===== src/rtl/div_unit.sv =====
// -----------------------------------------------------------------------------
// div_unit -- 32-bit signed iterative divider with MIPS DIV semantics.
//
// A restoring divider working on operand magnitudes. One quotient bit is
// produced per clock, then a single fix-up cycle applies the signs and loads
// the result registers. Quotient truncates toward zero; remainder takes the
// sign of the dividend. Division by zero completes in one cycle, raises
// divZero and leaves hi/lo untouched.
//
// Ports
//   clk       in   1   system clock, all state changes on posedge
//   reset     in   1   synchronous active-high reset, aborts any operation
//   divStart  in   1   start request, only honoured in IDLE
//   A         in  32   dividend (two's complement), sampled with divStart
//   B         in  32   divisor  (two's complement), sampled with divStart
//   hi        out 32   remainder, registered
//   lo        out 32   quotient, registered
//   divDone   out  1   one-cycle pulse when hi/lo (or divZero) are valid
//   divZero   out  1   divide-by-zero flag, valid with divDone, sticky
//   busy      out  1   high in every state except IDLE
// -----------------------------------------------------------------------------
module div_unit (
  input  logic        clk,
  input  logic        reset,
  input  logic        divStart,
  input  logic [31:0] A,
  input  logic [31:0] B,
  output logic [31:0] hi,
  output logic [31:0] lo,
  output logic        divDone,
  output logic        divZero,
  output logic        busy
);

  typedef enum logic [1:0] {IDLE, CALC, FIX, DONE} state_t;

  state_t      state;
  state_t      state_next;

  logic [5:0]  count;      // iterations left in CALC
  logic [32:0] rem;        // partial remainder, 33 bits so |A| = 2^31 is exact
  logic [31:0] quo;        // dividend magnitude shifting out, quotient shifting in
  logic [31:0] div_mag;    // |B|
  logic        a_neg;      // remainder takes the dividend's sign
  logic        q_neg;      // quotient negative when operand signs differ

  logic        start_ok;
  logic        start_zero;
  logic [31:0] a_mag;
  logic [31:0] b_mag;
  logic [32:0] shifted;
  logic [32:0] diff;
  logic        fits;

  assign start_ok   = (state == IDLE) && divStart && (B != 32'd0);
  assign start_zero = (state == IDLE) && divStart && (B == 32'd0);

  // Negating 0x80000000 yields 0x80000000, which read unsigned is 2^31.
  assign a_mag = A[31] ? (32'd0 - A) : A;
  assign b_mag = B[31] ? (32'd0 - B) : B;

  // One restoring step: bring the next dividend bit into the remainder and
  // subtract the divisor if it fits. A carry out of the shift means the
  // trial value certainly exceeds the divisor.
  assign shifted = {rem[31:0], quo[31]};
  assign fits    = rem[32] || (shifted >= {1'b0, div_mag});
  assign diff    = shifted - {1'b0, div_mag};

  // State register.
  always_ff @(posedge clk) begin
    if (reset) state <= IDLE;
    else       state <= state_next;
  end

  // Next-state logic.
  // NOTE: every signal written here gets a default first, so no path through
  // the case can leave it unassigned and infer a latch.
  always_comb begin
    state_next = state;
    case (state)
      IDLE: begin
        if (start_ok)        state_next = CALC;
        else if (start_zero) state_next = DONE;
      end
      CALC: if (count == 6'd1) state_next = FIX;  // 32nd step is being taken
      FIX:  state_next = DONE;
      DONE: state_next = IDLE;
      default: state_next = IDLE;
    endcase
  end

  // Datapath and result registers.
  // NOTE: sequential state uses non-blocking assignments only, so every
  // register samples the pre-edge values of the others regardless of order.
  // NOTE: the working registers are reset along with the outputs; they are
  // plain flops, not a memory array, so the reset costs nothing notable and
  // keeps simulation free of X after an abort.
  always_ff @(posedge clk) begin
    if (reset) begin
      hi      <= 32'd0;
      lo      <= 32'd0;
      divZero <= 1'b0;
      count   <= 6'd0;
      rem     <= 33'd0;
      quo     <= 32'd0;
      div_mag <= 32'd0;
      a_neg   <= 1'b0;
      q_neg   <= 1'b0;
    end else begin
      case (state)
        IDLE: begin
          if (start_ok) begin
            rem     <= 33'd0;
            quo     <= a_mag;
            div_mag <= b_mag;
            a_neg   <= A[31];
            q_neg   <= A[31] ^ B[31];
            count   <= 6'd32;
            divZero <= 1'b0;
          end else if (start_zero) begin
            divZero <= 1'b1;
          end
        end
        CALC: begin
          rem   <= fits ? diff : shifted;
          quo   <= {quo[30:0], fits};
          count <= count - 6'd1;
        end
        FIX: begin
          lo <= q_neg ? (32'd0 - quo) : quo;
          hi <= a_neg ? (32'd0 - rem[31:0]) : rem[31:0];
        end
        default: ;
      endcase
    end
  end

  assign divDone = (state == DONE);
  assign busy    = (state != IDLE);

endmodule


===== config.mk =====
export PLATFORM = sky130hd
export DESIGN_NAME = div_unit
export DESIGN_NICKNAME = d
export VERILOG_FILES = /design/src/rtl/div_unit.sv
export SDC_FILE = /design/constraint.sdc
export NUM_CORES = 1
export LEC_CHECK = 0
export CAP_MARGIN = 30
export CELL_PAD_IN_SITES_DETAIL_PLACEMENT = 0
export CELL_PAD_IN_SITES_GLOBAL_PLACEMENT = 1
export CORE_UTILIZATION = 30
export CTS_BUF_LIST = sky130_fd_sc_hd__clkbuf_4
export CTS_CLUSTER_SIZE = 28
export DETAILED_ROUTE_END_ITERATION = 6
export MAX_ROUTING_LAYER = met4
export PLACE_DENSITY_LB_ADDON = 0.1
export SLEW_MARGIN = 10
export SYNTH_ARGS = -nofsm -noshare
export SYNTH_HDL_FRONTEND = slang
export SYNTH_SLANG_ARGS = --single-unit

===== constraint.sdc =====
create_clock -name clk -period 10.68 [get_ports clk]
set_clock_uncertainty 0.1 [all_clocks]
set_input_delay 2.136 -clock clk [delete_from_list [all_inputs] [get_ports clk]]
set_output_delay 2.136 -clock clk [all_outputs]
set_load 0.005 [all_outputs]

# Word-level counts from Yosys, hierarchy flattened
# Index checks and enable logic that the tools add are counted.
# W data, S select, Z words.
# op_classes
addsub,6
n_lt_le_gt_ge,1
eq_ne,7
muxes,17
bitwise_logic,1
n_reduce_logical,14
# ops
operator,count
$mux W32,5
$sub A1 B32 Y32 const A,4
$mux W33,2
$pmux W33 S2,1
$pmux W32 S2,1
$ge A33 B32 Y1,1
$sub A33 B32 Y33,1
$logic_not A32 Y1,1
$reduce_bool A32 Y1,1
$pmux W6 S2,1
$pmux W2 S4,1
$reduce_and A2 Y1,4
$eq A6 B1 Y1 const B,1
$mux W2,3
$mux W6,1
$reduce_bool A2 Y1,3
$sub A6 B1 Y6 const B,1
$eq A2 B2 Y1 const B,2
$ne A2 B2 Y1 const B,2
$logic_and A1 B1 Y1,3
$ne A3 B3 Y1 const B,1
$eq A2 B1 Y1 const B,1
$logic_not A2 Y1,1
$mux W1,2
2 further kinds,2
# word_totals
regBits,172
input_bits,67
output_inout_bits,67
wordCells,56

# Logic depth before layout (Yosys ltp)
# Gate-level depths: netlist (run 1).
# depth
word_depth,6
mapped_depth,13
depth_no_buf,13

# Worst setup path before layout (run 1)
# OpenSTA, ideal clock, no wires.
# synth_path
path_type,input port to flip-flop
from,input A[16]
to,register quo[29]
setup_time_ns,0.070
t_arrival_ns,4.747
required_ns,10.510
slack_ns,5.762
cell_stages,9
n_path_buf,0
path_cell_list,or4_4 -> or3_1 -> or4_4 -> or4_4 -> or4_4 -> nand2_1 -> xnor2_1 -> o211ai_2 -> a21oi_1
# synth_between
elab_chain_cells,4
# synth_rtl
element,line,source
"start, declared",26,"input logic [31:0] A,"
$sub A1 B32 Y32,59,assign a_mag = A[31] ? (32'd0 - A) : A;
$mux W32,59,
$mux W32,112,if (start_ok) begin
$pmux W32 S2,110,case (state)
"end signal, assigned",114,quo <= a_mag;
"end signal, assigned",126,"quo <= {quo[30:0], fits};"
"end, declared",42,logic [31:0] quo;
# No other way between the ends. The select of a mux whose other input is x is not followed.
# A chain may end at the register's enable or synchronous reset.

# Worst setup path in the final report (run 1)
# layout_path
from,input B[0]
to,register count[5]
# layout_between
elab_chain_cells,4
# layout_rtl
element,line,source
"start, declared",27,"input logic [31:0] B,"
$reduce_bool A32 Y1,55,assign start_ok = (state == IDLE) && divStart && (B != 32'd0);
$logic_and A1 B1 Y1,55,
$ne A2 B2 Y1 (no line),--,
$reduce_and A2 Y1 (no line),--,
"end signal, assigned",127,count <= count - 6'd1;
"end, declared",40,logic [5:0] count;
# No other way between the ends.

==> metrics.txt, run 1 <==
dominant cell type by area after synthesis=dfxtp_1; Fill cells=3721; Critical path buffers and inverters=3; Die Wd=about 190 microns; fin crit share=around 48%; CTS tree=done; switching share of power=a little under half; GR Overflow Total=0; minimum clock period=5.09 ns; Seq/Total Area, Yosys=32.1%; largest net degree at the start of global routing=slightly above 90; Fmax achieved=0.197 GHz; Reg2Reg Depth=13; Worst setup SP type=input port; PD cells=228 nW/um^2; synthesized cell area=between 10000 and 15000 sq um; sw power=approximately 1.3 mW; area of the multi-input gates=6760 sq um; Hold EP=div_mag[30]; first-pass GRT wire length=between 50000 and 60000 microns; Final Util=approximately 37%; Wirelength per Cell=~17 microns; CTS root buffer=clkbuf_4; Max Buffers Root-to-Sink=2; Die Y=191 microns; max_cap viols=0; endpoints failing setup=0; design area=12800 sq um; most frequent cells in the layout=172 x dfxtp_1, 154 x nor2_1, 153 x nand2_1; Vias/cell=just over 5; synth top area cells=dfxtp_1 32%, xor2_1 7.4%, a211oi_1 6.6%; Fin Setup TNS=0 ns; Critical Path AT=~5.5 ns; number of DRC markers in iteration 0=612; Req. time, crit path=11.13 ns; CP max stage cell=o21ba_2; asr flop ratio synth=0%; drt first pass iters=6; cell internal pwr=1.57 mW; All-Layer GR Usage=approximately 18%; dpl ws=slightly below 5 ns; post-cts sizing count=0; Total Wirelength=~32000 microns; yosys warns=0; worst min path class=reg2reg; global placer's final weighted congestion=0.808; top cell type's share of synthesized area=roughly 32%; H-tree depth=4; internal reg-to-reg setup slack=roughly 6.7 ns; CP Class=in2reg; remaining antenna violation count=0; CP endpoint kind=flop; Num CTS Buffers=17; most common cell after layout, fill and taps aside=dfxtp_1; Gate Count Post-Synth=approximately 1.4k; core area=34900 sq um; number of antenna violations at the first check in global routing=1; placed cell area=about 12000 sq um; Flop pwr share=33.6%; Clk pin slew, worst setup/hold paths=0.18 ns; worst-margin pin slew=around 0.87 ns; number of synthesized flops with an enable pin=0; RR Endpoint=rem[30]; vias in the first global route=about 9.0k; Crit path max-delay family=simple AND/OR/NAND/NOR gates; DRC=0; Post-CTS Setup Inserts=0; Rows=68; Hold Buf Count CTS=0; r2r startpoint=quo[31]; Hold Violations, Final=0; CP Cell Sequence=clkdlybuf4s50_1 -> inv_1 -> ha_1 -> nor2b_1 -> and3_1 -> nand3_1 -> o21ba_2 -> a21oi_2 -> buf_4 -> or4_1 -> or3_1 -> xor2_1 -> a21oi_1; die area=approximately 36000 sq um; Final Max Tran Viols=0; vias=9836; Register Area=between 3000 and 4000 sq um; port bufs=about 130; syn avg cell area=7.75 sq um; final setup margin=about 5.6 ns; clk_lat worst skew=just over 0.6 ns; Worst Setup SP=B[0]; CP peak stage delay=roughly 0.65 ns; status=finished, final reports clean; Leak=roughly 4.8 nW; clock sinks=172; Mapped Nets=around 1.5k; Top Ports=roughly 130; distinct cell type count after synthesis=57; Worst slew margin=40.6%; Starting Density=between 30% and 40%; HPWL Detailed=between 20000 and 25000 microns; Comb power frac=between 50 and 60%; Max VDD drop=0.145 mV; synthesized flop and latch total=between 150 and 200; RSZ-0062 raised after global routing=false; Main synth FF type=dfxtp_1; crit path max fanout=37; Tot Pwr=between 2 and 3 mW; min-delay src=div_mag[30]; fraction of layout cells with a size suffix above 1=4.73%; Layout area overhead=19.2%; clock power share=a little over an eighth; hold-critical path depth=2; Nets=between 1.5k and 2k
state kept, by name, summed over array words and instances (netlist names), 2 cells and up:
signal	flops
count	6
div_mag	32
hi	32
lo	32
quo	32
rem	33
state	2
power by group through the flow:
stage | clock (mW) | combinational [mW] | sequential, mW
floorplan | 0 | 1.05 | 0.935
global placement | 0 | 1.53 | 0.999
detailed placement | 0 | 1.55 | 0.991
CTS | 0.407 | 1.55 | 0.975
global route | 0.431 | 1.74 | 1.00
finish | 0.387 | 1.54 | 0.978
logic make-up after synthesis:
kind of cell / Yosys count / share of synthesized area (%)
compound gates: 371 / 23.5
xor+xnor: 146 / 11.9
fa+ha+maj: 43 / 5.09
buf+inv: 144 / 5.10
flops: 172 / 32.1
mux: 13 / 1.24
simple gates: 495 / 21.0
routing by layer:
layer / up-vias / part of all wire, % / wire length (microns) / GRT usage (%)
li1: 5165 / - / - / -
met1: 4456 / 57 / 18300 / 29.4
met2: 199 / 38 / 12000 / 23.3
met3: 16 / 4.5 / 1430 / 2.46
met4: 0 / 0.75 / 240 / 3.42
met5: - / 0 / 0 / -
synth_stat cells, types with 13 or more instances:
library cell / count
a211oi_1: 94
nand3_1: 78
nor2_1: 155
a21oi_1: 66
clkbuf_1: 70
o21ai_0: 81
xnor2_1: 55
o31ai_1: 35
or4_1: 15
or3_1: 19
xor2_1: 91
a222oi_1: 13
ha_1: 42
o41ai_1: 20
dfxtp_1: 172
inv_1: 59
nor3_1: 20
nand2_1: 153
worst max path at each step:
stage | endpoint | slack (ns) | cells after the start
after floorplan | quo[29] | 5.76 | 9
after global placement | count[5] | 4.96 | 13
after detailed placement | count[5] | 4.92 | 13
after CTS | count[5] | 5.62 | 13
after global routing | count[5] | 5.41 | 11
final | count[5] | 5.59 | 13
layout make-up:
class                           count  share of cell area [%]
Antenna cell                        1                  0.0196
Clock inverter                     15                    1.23
Tap cell                          455                    4.45
Multi-Input combinational cell   1068                    52.9
Timing Repair Buffer              149                    11.7
Inverter                           60                    1.76
Clock buffer                       17                   0.999
Sequential cell                   172                    26.9
worst min-delay path: cells and delay by family (launching register included):
kind / cells / cell delay (ns)
flip-flops: 1 / 0.35
AND/OR/NAND/NOR: 1 / 0.05
AO/OA/AOI/OAI: 1 / 0.05
per-stage QoR:
stage / hold WS (ns) / std cells
2_1_floorplan: 0.324 / 1384
3_3_place_gp: 0.342 / 1899
3_5_place_dp: 0.350 / 1902
4_1_cts: 0.373 / 1934
5_1_grt: 0.392 / 1937
6_report: 0.371 / 1937
Note: power is estimated with default switching activity, not from simulation.
==> run 2: changes to the inputs <==
- clock period: 10.68 -> 4.5 ns (I/O delays scaled with it)
==> metrics.txt, run 2 (same netlist as run 1, synthesis figures left out) <==
clock sinks=172 (unchanged); metal3 WL=1370 microns (-4.3%); Clk pin slew, worst setup/hold paths=0.16 ns (-0.02 ns); most common cell after layout, fill and taps aside=dfxtp_1; Layout area overhead=19.4%; number of DRC markers in iteration 0=586 (-4.2%); PD cells=540 nW/um^2 (+140%); Final Util=36.7% (+0.061 points); worst-margin pin slew=0.948 ns (+0.0792 ns); Fmax achieved=0.273 GHz; Die Y=191 microns (unchanged); met2 wire length=12400 microns (+2.7%); max layer used=met4; HPWL Detailed=24600 microns (+1.5%); Die Wd=191 microns (unchanged); worst min path class=reg2reg; endpoints failing setup=0 (unchanged); fin crit share=about four fifths; port bufs=133 (unchanged); max reg flops=33 (unchanged); drt first pass iters=5 (-1); CTS tree=done; max_cap viols=0 (unchanged); worst setup path endpoint=rem[30]; clk_lat worst skew=0.63 ns (+0.02 ns); Fin Setup TNS=0 ns (unchanged); crit path max fanout=4 (-89%); r2r startpoint=quo[31]; Leak=4.79 nW (+0.54%); most frequent cells in the layout=172 x dfxtp_1, 154 x nor2_1, 153 x nand2_1; Req. time, crit path=4.90 ns (-6.23 ns); RSZ-0062 raised after global routing=false; Post-CTS Setup Inserts=0 (unchanged); CP endpoint kind=flop; Starting Density=30.7% (unchanged); Top Ports=134 (unchanged); CTS root buffer=clkbuf_4; Vias/cell=5.10 (+0.44%); Hold Violations, Final=0 (unchanged); placed cell area=12500 sq um (+0.76%); Worst setup SP type=flop; Worst slew margin=36.8% (-3.8 points); fraction of layout cells with a size suffix above 1=5.30% (+0.58 points); Rows=68 (unchanged); die area=36500 sq um (unchanged); All-Layer GR Usage=18.5% (+0.23 points); Reg2Reg Depth=14 (+1); Max VDD drop=0.272 mV (+88%); Num CTS Buffers=17 (unchanged); DRC=0 (unchanged); core area=34900 sq um (unchanged); vias=9925 (+0.90%); minimum clock period=about 3.7 ns; number of antenna violations at the first check in global routing=1 (unchanged); Total Wirelength=32500 microns (+1.6%); Nets=1587 (+0.57%); Fill cells=3727 (+0.16%); Wirelength per Cell=16.7 microns (+1.1%); Register Area=3440 sq um (unchanged); Final Max Tran Viols=0 (unchanged); RR Endpoint=rem[30]; Hold Buf Count CTS=0 (unchanged); Max Buffers Root-to-Sink=2 (unchanged); largest net degree at the start of global routing=88 (-5.4%); post-cts sizing count=0 (unchanged); design area=12800 sq um (+0.17%); remaining antenna violation count=0 (unchanged); internal reg-to-reg setup slack=0.83 ns (-5.90 ns); GR Overflow Total=0 (unchanged); Met1 Wirelength=18400 microns (+0.87%); CP Class=reg2reg; Worst Setup SP=quo[31]; H-tree depth=4 (unchanged); global placer's final weighted congestion=0.819 (+1.3%); first-pass GRT wire length=51600 microns (+0.60%); Critical Path AT=4.06 ns (-1.47 ns); vias in the first global route=9093 (+0.71%); area of the multi-input gates=6760 sq um (unchanged); Reg with most FFs=rem; status=finished, final reports clean
==> run 2: cell count changes in the layout (fill, tap and decap cells not counted) <==
| cell | previous run | this run |
|---|---|---|
| clkinv_4 | 5 | 2 |
| clkinvlp_4 | 1 | 3 |
| buf_4 | 12 | 23 |
| inv_8 | 1 | 3 |
| buf_8 | 4 | 2 |
| inv_6 | 3 | 5 |
| clkinv_8 | 4 | 0 |
| clkinv_2 | 0 | 1 |
==> run 2: worst min path at each step <==
stage	start	end	slack (ns)	cells past startpoint
6_report	div_mag[25]	div_mag[25]	0.37	2
5_1_grt	div_mag[25]	div_mag[25]	0.40	2
4_1_cts	div_mag[25]	div_mag[25]	0.37	2
3_5_place_dp	rem[32]	rem[32]	0.35	2
3_3_place_gp	div_mag[25]	div_mag[25]	0.34	2
2_1_floorplan	rem[32]	rem[32]	0.32	2
==> run 2: final cells by class <==
cell class / count / share of cell area, %
diodes: 1 / 0.0195
flip-flops and latches: 172 / 26.9
multi-input cells: 1068 / 52.8
well taps: 455 / 4.45
clock buffers: 17 / 0.997
repair buffers: 158 / 12.1
inverters: 60 / 1.76
clock inverters: 15 / 0.987
==> run 2: critical path, stage by stage, from the launching register on <==
cell       delay (ns)
dfxtp_1          0.35
inv_1            0.19
ha_1             0.21
inv_1            0.06
fa_1             0.42
a211oi_1         0.36
o211ai_1         0.19
nand3_1          0.15
a21oi_1          0.08
nor2_1           0.11
buf_4            0.15
o21ai_0          0.15
mux2i_1          0.16
a2111oi_0        0.71
o21ai_0          0.16
==> run 2: metal layers <==
| layer | vias to the layer above | global-route usage (%) |
|---|---|---|
| met5 | - | - |
| met4 | 0 | 4.34 |
| met3 | 20 | 2.37 |
| met2 | 221 | 23.6 |
| met1 | 4525 | 29.5 |
| li1 | 5159 | - |
==> run 2: report_power, final <==
group          total, mW  leakage [nW]  switching, mW  internal [mW]
clock network      0.878         0.133          0.641          0.237
registers           2.32          1.41          0.395           1.92
logic               3.71          3.25           2.14           1.57
total               6.91          4.79           3.17           3.73
==> run 2: per-stage QoR <==
stage | hold slack (ns) | cells | setup WS, ns | power [mW]
after floorplan | 0.324 | 1384 | 0.818 | 4.72
after global placement | 0.340 | 1910 | 0.200 | 6.06
after detailed placement | 0.349 | 1913 | 0.211 | 6.08
after CTS | 0.372 | 1945 | 0.910 | 6.99
after global routing | 0.401 | 1946 | 0.593 | 7.52
final | 0.369 | 1946 | 0.834 | 6.91
